==> src/rtl/shift_reg_seq_if.sv <==
// Command/status bundle for shift_reg_seq: the controller drives commands, the register reports status.
interface shift_reg_seq_if #(
    parameter int unsigned WIDTH = 8,
    parameter int unsigned CNT_W = 4
);
    logic             start;
    logic [1:0]       mode;
    logic [WIDTH-1:0] d;
    logic [CNT_W-1:0] amt;
    logic             sin;
    logic [WIDTH-1:0] q;
    logic             sout;
    logic             busy;
    logic             done;

    modport master (
        output start, mode, d, amt, sin,
        input  q, sout, busy, done
    );

    modport slave (
        input  start, mode, d, amt, sin,
        output q, sout, busy, done
    );
endinterface

==> src/rtl/shift_reg_seq.sv <==
// WIDTH-bit register with parallel load and multi-step shift/rotate,
// one bit position per clock, reporting completion with a one-cycle done pulse.
module shift_reg_seq #(
    parameter int unsigned      WIDTH   = 8,
    parameter int unsigned      CNT_W   = 4,
    parameter logic [WIDTH-1:0] RST_VAL = '0
) (
    input logic              c,
    input logic              rst,
    shift_reg_seq_if.slave   bus
);

    localparam logic [1:0] MODE_LOAD = 2'b00;
    localparam logic [1:0] MODE_SHL  = 2'b01;
    localparam logic [1:0] MODE_SHR  = 2'b10;
    localparam logic [1:0] MODE_ROR  = 2'b11;

    typedef enum logic {
        S_IDLE  = 1'b0,
        S_SHIFT = 1'b1
    } state_t;

    state_t           r_state, w_state_nxt;
    logic [WIDTH-1:0] r_q, w_q_nxt;
    logic             r_sout, w_sout_nxt;
    logic             r_busy, w_busy_nxt;
    logic             r_done, w_done_nxt;
    logic [CNT_W-1:0] r_cnt, w_cnt_nxt;
    logic [1:0]       r_mode, w_mode_nxt;

    // State and datapath registers
    always_ff @(posedge c or negedge rst) begin
        if (!rst) begin
            r_state <= S_IDLE;
            r_q     <= RST_VAL;
            r_sout  <= 1'b0;
            r_busy  <= 1'b0;
            r_done  <= 1'b0;
            r_cnt   <= '0;
            r_mode  <= MODE_LOAD;
        end else begin
            r_state <= w_state_nxt;
            r_q     <= w_q_nxt;
            r_sout  <= w_sout_nxt;
            r_busy  <= w_busy_nxt;
            r_done  <= w_done_nxt;
            r_cnt   <= w_cnt_nxt;
            r_mode  <= w_mode_nxt;
        end
    end

    // Next-state and next-output logic; done is a pulse so it defaults low
    always_comb begin
        w_state_nxt = r_state;
        w_q_nxt     = r_q;
        w_sout_nxt  = r_sout;
        w_busy_nxt  = r_busy;
        w_done_nxt  = 1'b0;
        w_cnt_nxt   = r_cnt;
        w_mode_nxt  = r_mode;

        case (r_state)
            S_IDLE: begin
                if (bus.start) begin
                    if (bus.mode == MODE_LOAD) begin
                        w_q_nxt    = bus.d;
                        w_done_nxt = 1'b1;
                    end else if (bus.amt == CNT_W'(0)) begin
                        w_done_nxt = 1'b1;
                    end else begin
                        w_mode_nxt  = bus.mode;
                        w_cnt_nxt   = bus.amt;
                        w_busy_nxt  = 1'b1;
                        w_state_nxt = S_SHIFT;
                    end
                end
            end
            S_SHIFT: begin
                // sin is taken live on each step edge
                case (r_mode)
                    MODE_SHL: begin
                        w_q_nxt    = {r_q[WIDTH-2:0], bus.sin};
                        w_sout_nxt = r_q[WIDTH-1];
                    end
                    MODE_SHR: begin
                        w_q_nxt    = {bus.sin, r_q[WIDTH-1:1]};
                        w_sout_nxt = r_q[0];
                    end
                    MODE_ROR: begin
                        w_q_nxt    = {r_q[0], r_q[WIDTH-1:1]};
                        w_sout_nxt = r_q[0];
                    end
                    default: ;
                endcase
                w_cnt_nxt = r_cnt - CNT_W'(1);
                if (r_cnt == CNT_W'(1)) begin
                    w_state_nxt = S_IDLE;
                    w_busy_nxt  = 1'b0;
                    w_done_nxt  = 1'b1;
                end
            end
            default: w_state_nxt = S_IDLE;
        endcase
    end

    assign bus.q    = r_q;
    assign bus.sout = r_sout;
    assign bus.busy = r_busy;
    assign bus.done = r_done;

endmodule

==> src/flat_wrapper.sv <==
// flat-port wrapper written by rule: the top's interface ports become plain ports
module shift_reg_seq_flat 
#(
    parameter int unsigned      WIDTH   = 8,
    parameter int unsigned      CNT_W   = 4,
    parameter logic [WIDTH-1:0] RST_VAL = '0
)
  (c, rst, bus_start, bus_mode, bus_d, bus_amt, bus_sin, bus_q, bus_sout, bus_busy, bus_done);
  shift_reg_seq_if #(.WIDTH(WIDTH), .CNT_W(CNT_W)) bus_i ();
  input logic c;
  input logic rst;
  input wire logic [$bits(bus_i.start)-1:0] bus_start;
  input wire logic [$bits(bus_i.mode)-1:0] bus_mode;
  input wire logic [$bits(bus_i.d)-1:0] bus_d;
  input wire logic [$bits(bus_i.amt)-1:0] bus_amt;
  input wire logic [$bits(bus_i.sin)-1:0] bus_sin;
  output wire logic [$bits(bus_i.q)-1:0] bus_q;
  output wire logic [$bits(bus_i.sout)-1:0] bus_sout;
  output wire logic [$bits(bus_i.busy)-1:0] bus_busy;
  output wire logic [$bits(bus_i.done)-1:0] bus_done;
  assign bus_i.start = bus_start;
  assign bus_i.mode = bus_mode;
  assign bus_i.d = bus_d;
  assign bus_i.amt = bus_amt;
  assign bus_i.sin = bus_sin;
  assign bus_q = bus_i.q;
  assign bus_sout = bus_i.sout;
  assign bus_busy = bus_i.busy;
  assign bus_done = bus_i.done;
  shift_reg_seq #(.WIDTH(WIDTH), .CNT_W(CNT_W), .RST_VAL(RST_VAL)) u_core (.c(c), .rst(rst), .bus(bus_i));
endmodule
==> config.mk <==
export PLATFORM = sky130hd
export DESIGN_NAME = shift_reg_seq_flat
export DESIGN_NICKNAME = d
export VERILOG_FILES = /design/src/rtl/shift_reg_seq_if.sv /design/src/rtl/shift_reg_seq.sv /design/src/flat_wrapper.sv
export SDC_FILE = /design/constraint.sdc
export NUM_CORES = 1
export LEC_CHECK = 0
export ABC_CLOCK_PERIOD_IN_PS = 3100
export CAP_MARGIN = 20
export CORE_ASPECT_RATIO = 1.1
export CORE_MARGIN = 4
export CORE_UTILIZATION = 40
export CTS_BUF_LIST = sky130_fd_sc_hd__clkbuf_2
export CTS_CLUSTER_SIZE = 30
export DETAILED_ROUTE_END_ITERATION = 10
export PLACE_DENSITY = 0.78
export SLEW_MARGIN = 20
export SYNTH_ARGS = -nofsm -noshare
export SYNTH_HDL_FRONTEND = slang
export SYNTH_SLANG_ARGS = --single-unit
==> constraint.sdc <==
create_clock -name c -period 3.1 [get_ports c]
set_input_delay 0.62 -clock c [delete_from_list [all_inputs] [get_ports c]]
set_output_delay 0.62 -clock c [all_outputs]
set_load 0.01 [all_outputs]
Word level (Yosys, flattened, before mapping)
Cells that the tools add are included.

storage, ports and cells
  register bits = 18
  bits of input ports = 18
  output and inout port bits = 11
  word-level logic and storage cells = 54

operators by class
  $add $sub $neg = 1
  equal/unequal tests = 10
  mux-type cells = 24
  bitwise logic cells = 3
  reductions and logical operators = 9

operator list
  operator                                           number
  case mux 8 bit (3 select lines)                    1
  2-to-1 mux 8 bit                                   2
  case mux 8 bit (2 select lines)                    1
  2-to-1 mux 1 bit                                   12
  2-to-1 mux 4 bit                                   3
  != test 2 bit (second input constant)              4
  case mux 1 bit (2 select lines)                    4
  case mux 4 bit (2 select lines)                    1
  AND reduction 4 bit                                2
  AND reduction 3 bit                                2
  == test 2 bit (second input constant)              2
  == test 4 x 1 -> 1 bit (second input constant)     1
  zero test 4 bit                                    1
  != test 4 bit (second input constant)              1
  subtractor 4 x 1 -> 4 bit (second input constant)  1
  NOT 1 bit                                          3
  == test 2 x 1 -> 1 bit (second input constant)     1
  zero test 2 bit                                    1
  != test 2 x 1 -> 1 bit (second input constant)     1
  AND reduction 2 bit                                1
  nonzero test 2 bit                                 1
  OR reduction 2 bit                                 1

Longest topological paths before layout
Gate-level depths: netlist (run 1).

  word-level depth = 5
  gate-level depth with buffers = 6
  depth with buffers taken out = 5

Worst setup path after synthesis (run 1)
Ideal clock, no wire load.

  path kind = input -> register
  from = in bus_mode[1]
  to = reg u_core.r_q[7], in the netlist u_core.bus.q[7]
  setup time = 0.125 ns
  arrival time = 1.798 ns
  required time = 2.975 ns
  path slack = 1.177 ns
  stages on the path = 5
  buffers on the path = 2
  cells stage by stage = or4b_1 -> buf_2 -> and2_4 -> buf_6 -> mux2_4

between the ends
  longest elaborated chain between the ends = 3

RTL lines
  element                                  line                 source
  start: declaration                       flat_wrapper.sv:13   input wire logic [$bits(bus_i.mode)-1:0] bus_mode;
  zero test 2 bit                          shift_reg_seq.sv:65  if (bus.mode == MODE_LOAD) begin
  != test 2 x 1 -> 1 bit (no source line)  -
  AND reduction 3 bit (no source line)     -
  end signal: assignment                   shift_reg_seq.sv:43  r_q <= w_q_nxt;
  end: declaration                         shift_reg_seq.sv:24  logic [WIDTH-1:0] r_q, w_q_nxt;

Every way passes these cells.
A chain may end at the register's enable or synchronous reset.

Final worst setup path (run 1)
Same ends and word-level chain as after synthesis.

==> summary.md, run 1 <==
| Metric | Value |
|---|---|
| #FFs+latches synth | 18 |
| Layout Skew | 0.00996 ns |
| Synth top area share | 43.2% |
| WL/cell | 14.9 um |
| Fin area | 1360 um2 |
| Core Area | 2500 um2 |
| Critical path required time | 3.31 ns |
| Power per cell area | 1010 nW/um2 |
| CTS Sinks | 18 |
| RSZ-0062 raised after global routing | no |
| Max-cap violations | 0 |
| Vias in the first global route | 944 |
| Fillers | 230 |
| Worst-margin pin slew | 0.787 ns |
| Final Net Count | 159 |
| Max Slew Vio Count | 0 |
| Post-synthesis sequential area ratio | 43.2% |
| Synth-to-Final Area Change | 30.5% |
| Met3 GRT Util | 5.03% |
| CTS tree | built |
| DP Area | 1340 um2 |
| Number of library cell types mapped by synthesis | 33 |
| Row count | 19 |
| Top cell type by total area after synthesis | dfrtp_1 |
| Die width | 56.7 um |
| Vias per cell | 5.73 |
| Post-CTS Setup Inserts | 0 |
| CP startpoint kind | input pin |
| Starting Density | 41.8% |
| Worst skew pair latency | 0.30 ns |
| Post-cts repair resize count | 0 |
| Post-Route WL | 2470 um |
| Peak Freq | 482 MHz |
| N_diodes | 0 |
| Crit path DAT | 2.29 ns |
| Syn avg cell area | 9.83 um2 |
| Port Buffer Count | 28 |
| Worst hold path startpoint | u_core.bus.sout |
| Post-CTS Hold Buffers | 0 |
| Number of I/O pins | 29 |
| Grt ovf | 0 |
| Chip Height | 61.5 um |
| Min-delay worst type | register to register |
| Dominant cells by area after synthesis | dfrtp_1 (43%), ha_1 (7.2%), a221oi_1 (5.9%) |
| DR vias | 946 |
| Worst slew margin relative to its limit | 47.3% |
| Mapped Area | 1040 um2 |
| Fin crit share | 67.0% |
| Crit path launch | bus_mode[1] |
| Async set-reset flop share out of synthesis | 100% |
| Commonest cells post-synth | dfrtp_1 (18), nor2_1 (11) |
| Placer congestion estimate | 0.838 |
| CP cell instances | clkdlybuf4s50_1, or4b_1, and2_4, mux2_4 |
| Most common cell in the netlist | dfrtp_1 |
| Fraction of layout cells with a size suffix above 1 | 6.72% |
| First-pass GRT wire length | 4260 um |
| Routing usage on met2 | 27.7% |
| Routing usage on met1 | 19.1% |
| Synthesized instance count | 106 |
| Worst flop-to-flop path startpoint | u_core.r_state |
| Top_reg_cell synth | dfrtp_1 |
| Multi-input logic area | 546 um2 |
| Fin crit period | 2.08 ns |
| Die area | 3490 um2 |
| Detail Route Antenna Nets | 0 |
| Clock slew at reported path FFs | 0.17 ns |
| Final setup TNS | 0 ns |
| CP Capture Type | register |
| # setup viols final | 0 |
| Register area | 450 um2 |
| Status | finished, final reports clean |
| Top Usage Layer GRT | met2 |
| H-tree Lvls | 1 |
| DR pass1 iterations | 4 |
| Peak supply drop | 627 uV |
| CTS max path bufs | 2 |
| YS warnings | 0 |
| Synth Net Count | 130 |
| Initial DRC Count | 29 |
| Hold Path Cell Cnt | 2 |
| Root Driver | clkbuf_2 |
| CP peak stage delay | 0.67 ns |
| Pin count of the biggest net entering global routing | 23 |
| Post-synth EDFFs | 0 |
| Drt drc | 0 |
| R2R depth | 3 |
| Initial antenna violation count | 0 |
| Final HPWL DP | 1900 um |
| Critical path class | input pin to register |
| Total GRT Usage | 15.6% |
| Max Fanout on Critical Path | 8 |
| CP max-delay cell | or4b_1 |
| Fin. Hold Viols | 0 |
| Num CTS Buffers | 3 |
| LEAKAGE | 0.571 nW |
-- layer usage --
metal  share of wire (%)  up-vias
li1                    -      455
met1                  40      451
met2                  52       38
met3                 7.1        2
met4                0.57        0
met5                   0        -
-- cells by family (layout without fill, tap and decap cells) --
| family | Yosys count | count (layout) | share of synthesized area, % |
|---|---|---|---|
| AOI/OAI and AO/OA | 38 | 38 | 25.7 |
| muxes | 4 | 4 | 4.56 |
| adders and majority gates | 6 | 6 | 7.20 |
| DFF | 18 | 18 | 43.2 |
| xor gates and xnor gates | 2 | 2 | 1.68 |
| buffers and inverters | 10 | 38 | 4.44 |
| and+or+nand+nor | 28 | 28 | 13.2 |
-- cell type report --
| class | instances | share of cell area [%] |
|---|---|---|
| multi-input cells | 78 | 40.1 |
| clock inverters | 1 | 0.276 |
| well taps | 31 | 2.85 |
| clock buffers | 3 | 1.10 |
| repair buffers | 29 | 21.2 |
| inverters | 5 | 1.38 |
| flip-flops and latches | 18 | 33.1 |
-- stage by stage --
step                      cells  utilization, %  setup WS, ns  hold WS, ns  power, mW
final                       165            54.5          1.02        0.503       1.37
after global routing        165            54.5         0.960        0.561       1.50
after CTS                   165            54.5          1.04        0.509       1.38
after detailed placement    161            53.7         0.693        0.474       1.28
after global placement      161            53.7         0.705        0.461       1.24
after floorplan             106               -          1.18        0.324       1.02
-- registers in the layout, indices dropped and copies added (netlist names) --
register,flops
u_core.bus.q,8
u_core.r_cnt,4
u_core.bus.busy,1
u_core.bus.sout,1
u_core.bus.done,1
u_core.r_state,1
u_core.r_mode,2
-- path summary, 6_finish.rpt --
kind	end	slack [ns]
hold reg to reg	u_core.bus.sout	0.50
hold / removal	u_core.bus.sout	0.50
max in group asynchronous	u_core.r_mode[0]	1.86
setup / recovery	u_core.bus.q[7]	1.02
min in group asynchronous	u_core.bus.sout	0.75
setup reg to reg	u_core.bus.q[7]	1.07
-- worst max-delay path: cells and delay by family --
kind	cells	cell delay, ns
multiplexers	1	0.29
AND/OR/NAND/NOR	2	0.91
buffers and inverters	1	0.47
-- report_power, final --
group | switching (mW) | internal, mW
registers | 0.145 | 0.353
logic | 0.363 | 0.407
clock network | 0.0720 | 0.0280
total | 0.580 | 0.788
-- layout by cell type (no fill, tap or decap), drive strengths merged --
master         count
a21o               2
a21oi              4
a221oi             7
a22o               1
a22oi              3
a41oi              1
and2               1
buf                1
clkbuf             3
clkdlybuf4s50     28
clkinv             1
dfrtp             18
ha                 6
inv                5
mux2               3
mux2i              1
nand2              3
nand2b             1
nand3              7
nor2              11
nor3               2
nor4               1
o211ai             2
o21a               1
o21ai              8
o21bai             1
o311ai             1
o31ai              7
or3b               1
or4b               1
xnor2              2
(Power assumes the default switching activity.)
==> inputs of run 2 (changes only) <==
ABC_CLOCK_PERIOD_IN_PS = 2100   (was 3100)
clock period = 2.1 ns   (was 3.1 ns; I/O delays follow)
==> run 2 against run 1 <==
  * Routed wire length rose by 11%
  * Register-to-register slack got worse by 0.79 ns
  * Sequential share of layout area fell by 0.89 points
  * First-iteration DRC count rose by 10%
  * Design area rose by 2.8%
  * Combinational power rose by 64%
  * Cell count rose by 3.0%
  * Critical path depth rose by 1
  * Core utilization rose by 1.5 points
  * Clock skew fell by 0.0082 ns
  * Critical endpoint is now u_core.bus.q[4]
  * Highest routed layer unchanged
==> summary.md, run 2 (same netlist as run 1, synthesis figures left out) <==
| Metric | Value |
|---|---|
| Status | finished, final reports clean |
| Worst skew pair latency | 0.31 ns |
| CTS max path bufs | 2 |
| Post-cts repair resize count | 0 |
| H-tree Lvls | 1 |
| Number of I/O pins | 29 |
| Layout Skew | 0.00180 ns |
| Top Metal Used | met4 |
| Fin crit share | 86.6% |
| Initial antenna violation count | 0 |
| Post-CTS Setup Inserts | 0 |
| Critical path required time | 2.32 ns |
| Max Fanout on Critical Path | 8 |
| Fin. Hold Viols | 0 |
| Fin area | 1400 um2 |
| Routed met3 length | 196 um |
| Port Buffer Count | 28 |
| Placer congestion estimate | 0.792 |
| Initial DRC Count | 32 |
| WL/cell | 16.1 um |
| Fillers | 233 |
| # setup viols final | 0 |
| Synth-to-Final Area Change | 34.1% |
| Total GRT Usage | 16.5% |
| Commonest non-fill, non-tap cell in the layout | clkdlybuf4s50_1 |
| Final HPWL DP | 1990 um |
| Crit path DAT | 2.04 ns |
| CP startpoint kind | register |
| Vias in the first global route | 944 |
| Most frequent cells in the layout | clkdlybuf4s50_1 (28), dfrtp_1 (18), nor2_1 (11) |
| Root Driver | clkbuf_2 |
| DR pass1 iterations | 4 |
| DR WL met2 | 1420 um |
| DP Area | 1380 um2 |
| Fin crit period | 1.82 ns |
| Post-CTS Hold Buffers | 0 |
| Critical path class | register to register |
| LEAKAGE | 0.594 nW |
| Post-Route WL | 2740 um |
| First-pass GRT wire length | 4430 um |
| Chip Height | 61.5 um |
| Min-delay worst type | input pin to asynchronous set/reset pin |
| Core Area | 2500 um2 |
| Vias per cell | 5.80 |
| R2R depth | 5 |
| FF-to-FF setup slack | 0.28 ns |
| Drt drc | 0 |
| Final Net Count | 164 |
| Pin count of the biggest net entering global routing | 22 |
| Final setup TNS | 0 ns |
| Peak supply drop | 832 uV |
| Num CTS Buffers | 3 |
| Worst flop-to-flop path startpoint | u_core.r_mode[0] |
| Die area | 3490 um2 |
| CP Capture Type | register |
| Reg2reg end | u_core.bus.q[4] |
| Worst-margin pin slew | 0.581 ns |
| CTS tree | built |
| DR vias | 986 |
| Register area | 450 um2 |
| Die width | 56.7 um |
| Peak Freq | 550 MHz |
| Detail Route Antenna Nets | 0 |
| Fraction of layout cells with a size suffix above 1 | 10.1% |
| Multi-input logic area | 546 um2 |
| Clock slew at reported path FFs | 0.18 ns |
| Max reg flops | 8 |
| Max-cap violations | 0 |
| Worst slew margin relative to its limit | 61.1% |
| N_diodes | 0 |
| CTS Sinks | 18 |
| Max Slew Vio Count | 0 |
| Met1 wire length | 1100 um |
| Power per cell area | 1510 nW/um2 |
| RSZ-0062 raised after global routing | no |
| Starting Density | 41.8% |
| Grt ovf | 0 |
| Row count | 19 |
[run 2: cell count changes in the layout (fill, tap and decap cells not counted), sizes merged]
cell / previous run / this run
buf: 1 / 6
[run 2: metrics by stage]
step | setup WS [ns] | utilization [%] | hold WS (ns) | std cells | power [mW]
global route | 0.157 | 56.0 | 0.411 | 170 | 2.26
CTS | 0.299 | 56.0 | 0.405 | 170 | 2.11
detailed placement | 0.0341 | 55.2 | 0.477 | 166 | 1.95
finish | 0.281 | 56.0 | 0.413 | 170 | 2.10
global placement | 0.0687 | 55.2 | 0.460 | 166 | 1.87
floorplan | 0.329 | - | 0.124 | 106 | 1.51
[run 2: per-layer routing]
metal  vias up  track usage (%)
met2        47             31.4
met5         -                0
met1       473             18.2
met4         0             7.12
met3         2             3.14
li1        464                -
[run 2: worst max-delay path, stage by stage (launching register included)]
cell and delay, ns:
dfrtp_1 0.44, inv_1 0.08, ha_1 0.26, nor2_1 0.47
a221oi_1 0.18, o31ai_1 0.30
[run 2: area by class of cell]
| class | count | area share [%] |
|---|---|---|
| Clock buffer | 3 | 1.07 |
| Tap cell | 31 | 2.78 |
| Inverter | 5 | 1.34 |
| Clock inverter | 1 | 0.269 |
| Multi-Input combinational cell | 78 | 39.0 |
| Timing Repair Buffer | 34 | 23.3 |
| Sequential cell | 18 | 32.2 |
[run 2: power by group]
| group | total, mW | switching [mW] | internal (mW) |
|---|---|---|---|
| Clock | 0.157 | 0.116 | 0.0414 |
| Combinational | 1.26 | 0.618 | 0.639 |
| Sequential | 0.690 | 0.169 | 0.521 |
| Total | 2.10 | 0.903 | 1.20 |
[run 2: how the worst max path moves through the flow]
| stage | slack [ns] | startpoint | to | cells past startpoint |
|---|---|---|---|---|
| after floorplan | 0.33 | u_core.r_mode[0] | u_core.bus.q[7] | 6 |
| after global placement | 0.07 | bus_mode[1] | u_core.bus.q[7] | 4 |
| after detailed placement | 0.03 | bus_mode[1] | u_core.bus.q[7] | 4 |
| after CTS | 0.30 | u_core.r_mode[0] | u_core.bus.q[4] | 5 |
| after global routing | 0.16 | u_core.r_mode[0] | u_core.bus.q[4] | 5 |
| final | 0.28 | u_core.r_mode[0] | u_core.bus.q[4] | 5 |
==> inputs of run 3 (changes only) <==
CORE_MARGIN = 1.5   (was 4)
==> run 3 against run 2 <==
  * Sequential cell count stayed put
  * Routed wire length is 8.8% lower
  * Sequential share of layout area is 0.34 points lower
  * Cell count is 1.2% higher
  * Non-clock buffer count is 2 higher
  * First-iteration DRC count is 44% lower
  * Clock-buffer cell count stayed put
  * Sequential power hardly changed
  * Critical endpoint is now u_core.bus.q[3]
  * Largest power group unchanged
  * Highest routed layer is now met3
==> summary.md, run 3 (same netlist as run 1, synthesis figures left out) <==
| Metric | Value |
|---|---|
| Clock slew at reported path FFs | 0.18 ns |
| Initial antenna violation count | 0 |
| Row count | 19 |
| Final HPWL DP | 1890 um |
| Core Area | 2500 um2 |
| Met3 GRT Util | 2.93% |
| LEAKAGE | 0.604 nW |
| Detail Route Antenna Nets | 0 |
| Top Usage Layer GRT | met2 |
| Routing usage on met2 | 35.3% |
| Total GRT Usage | 19.3% |
| Pin count of the biggest net entering global routing | 22 |
| Crit path DAT | 1.98 ns |
| CP peak stage delay | 0.45 ns |
| Most frequent cells in the layout | clkdlybuf4s50_1 (28), dfrtp_1 (18), nor2_1 (11) |
| Total power | 2.08 mW |
| First-pass GRT wire length | 4310 um |
| Starting Density | 41.8% |
| Synth-to-Final Area Change | 35.5% |
| Worst setup margin | 0.333 ns |
| Post-cts repair resize count | 0 |
| Fin crit period | 1.77 ns |
| Commonest non-fill, non-tap cell in the layout | clkdlybuf4s50_1 |
| Fin crit share | 84.1% |
| Grt ovf | 0 |
| Chip Height | 56.5 um |
| Worst slew margin relative to its limit | 63.2% |
| Max reg flops | 8 |
| Min-delay worst type | input pin to asynchronous set/reset pin |
| Setup WS pre-CTS | 0.0682 ns |
| Num CTS Buffers | 3 |
| H-tree Lvls | 1 |
| Port Buffer Count | 28 |
| Critical path required time | 2.31 ns |
| Final Net Count | 166 |
| Final setup TNS | 0 ns |
| CTS max path bufs | 2 |
| Root Driver | clkbuf_2 |
| RSZ-0062 raised after global routing | no |
| Vias in the first global route | 1000 |
| Vias per cell | 5.64 |
| # setup viols final | 0 |
| Die width | 51.7 um |
| Routing usage on met1 | 22.3% |
| DR vias | 970 |
| Critical path class | register to register |
| Register area | 450 um2 |
| Worst skew pair latency | 0.30 ns |
| Crit-path leading delay family | simple AND/OR/NAND/NOR gates |
| Layout Skew | 0.00451 ns |
| Post-Route WL | 2500 um |
| Status | finished, final reports clean |
| CP max-delay cell | nor2_1 |
| Max Slew Vio Count | 0 |
| Peak Freq | 566 MHz |
| Post-CTS Hold Buffers | 0 |
| Fin. Hold Viols | 0 |
| Max Fanout on Critical Path | 8 |
| Placer congestion estimate | 0.831 |
| R2R depth | 5 |
| Drt drc | 0 |
| Number of I/O pins | 29 |
| Fillers | 235 |
| CP startpoint kind | register |
| Post-CTS Setup Inserts | 0 |
| Worst-margin pin slew | 0.550 ns |
| Peak supply drop | 834 uV |
| CTS Sinks | 18 |
| DR pass1 iterations | 4 |
| WP depth | 5 |
| Hold Slack | 0.426 ns |
| CP cell instances | inv_1, ha_1, nor2_1, a221oi_1, o31ai_1 |
| CTS tree | built |
| CP bufs+invs | 1 |
| WL/cell | 14.5 um |
| Max-cap violations | 0 |
| Fraction of layout cells with a size suffix above 1 | 11.3% |
| CP Capture Type | register |
| Power per cell area | 1470 nW/um2 |
| Multi-input logic area | 546 um2 |
| N_diodes | 0 |
| Die area | 2920 um2 |
| Initial DRC Count | 18 |
## run 3: cell count changes in the layout (fill, tap and decap cells not counted)
cell	before	now
buf_4	6	8
## run 3: routing by layer
metal | share of wire (%) | vias to the layer above
met5 | 0 | -
met4 | 0 | 0
met3 | 4.4 | 0
met2 | 53 | 31
met1 | 42 | 469
li1 | - | 470
## run 3: final timing paths
check                                        to  slack, ns             start
worst max-delay path            u_core.bus.q[3]       0.33  u_core.r_mode[0]
worst min-delay path            u_core.bus.sout       0.43               rst
worst max register to register  u_core.bus.q[3]       0.33  u_core.r_mode[0]
worst min register to register  u_core.bus.sout       0.51   u_core.bus.sout
max in group asynchronous       u_core.bus.q[5]       1.48               rst
min in group c                  u_core.bus.sout       0.51   u_core.bus.sout
## run 3: power by group
part / internal [mW] / switching (mW)
sequential: 0.521 / 0.170
combinational: 0.641 / 0.596
clock: 0.0414 / 0.110
## run 3: final cells by class
| class | count | area share, % |
|---|---|---|
| clock buffer | 3 | 1.06 |
| clock inverter | 1 | 0.266 |
| inverter | 5 | 1.33 |
| multi-input combinational | 78 | 38.6 |
| sequential | 18 | 31.9 |
| tap | 31 | 2.75 |
| timing repair buffer | 36 | 24.1 |
## run 3: per-stage QoR
| step | cells | area [um2] | util [%] |
|---|---|---|---|
| floorplan | 106 | 1040 | - |
| global placement | 168 | 1390 | 55.8 |
| detailed placement | 168 | 1390 | 55.8 |
| CTS | 172 | 1410 | 56.6 |
| global route | 172 | 1410 | 56.6 |
| finish | 172 | 1410 | 56.6 |
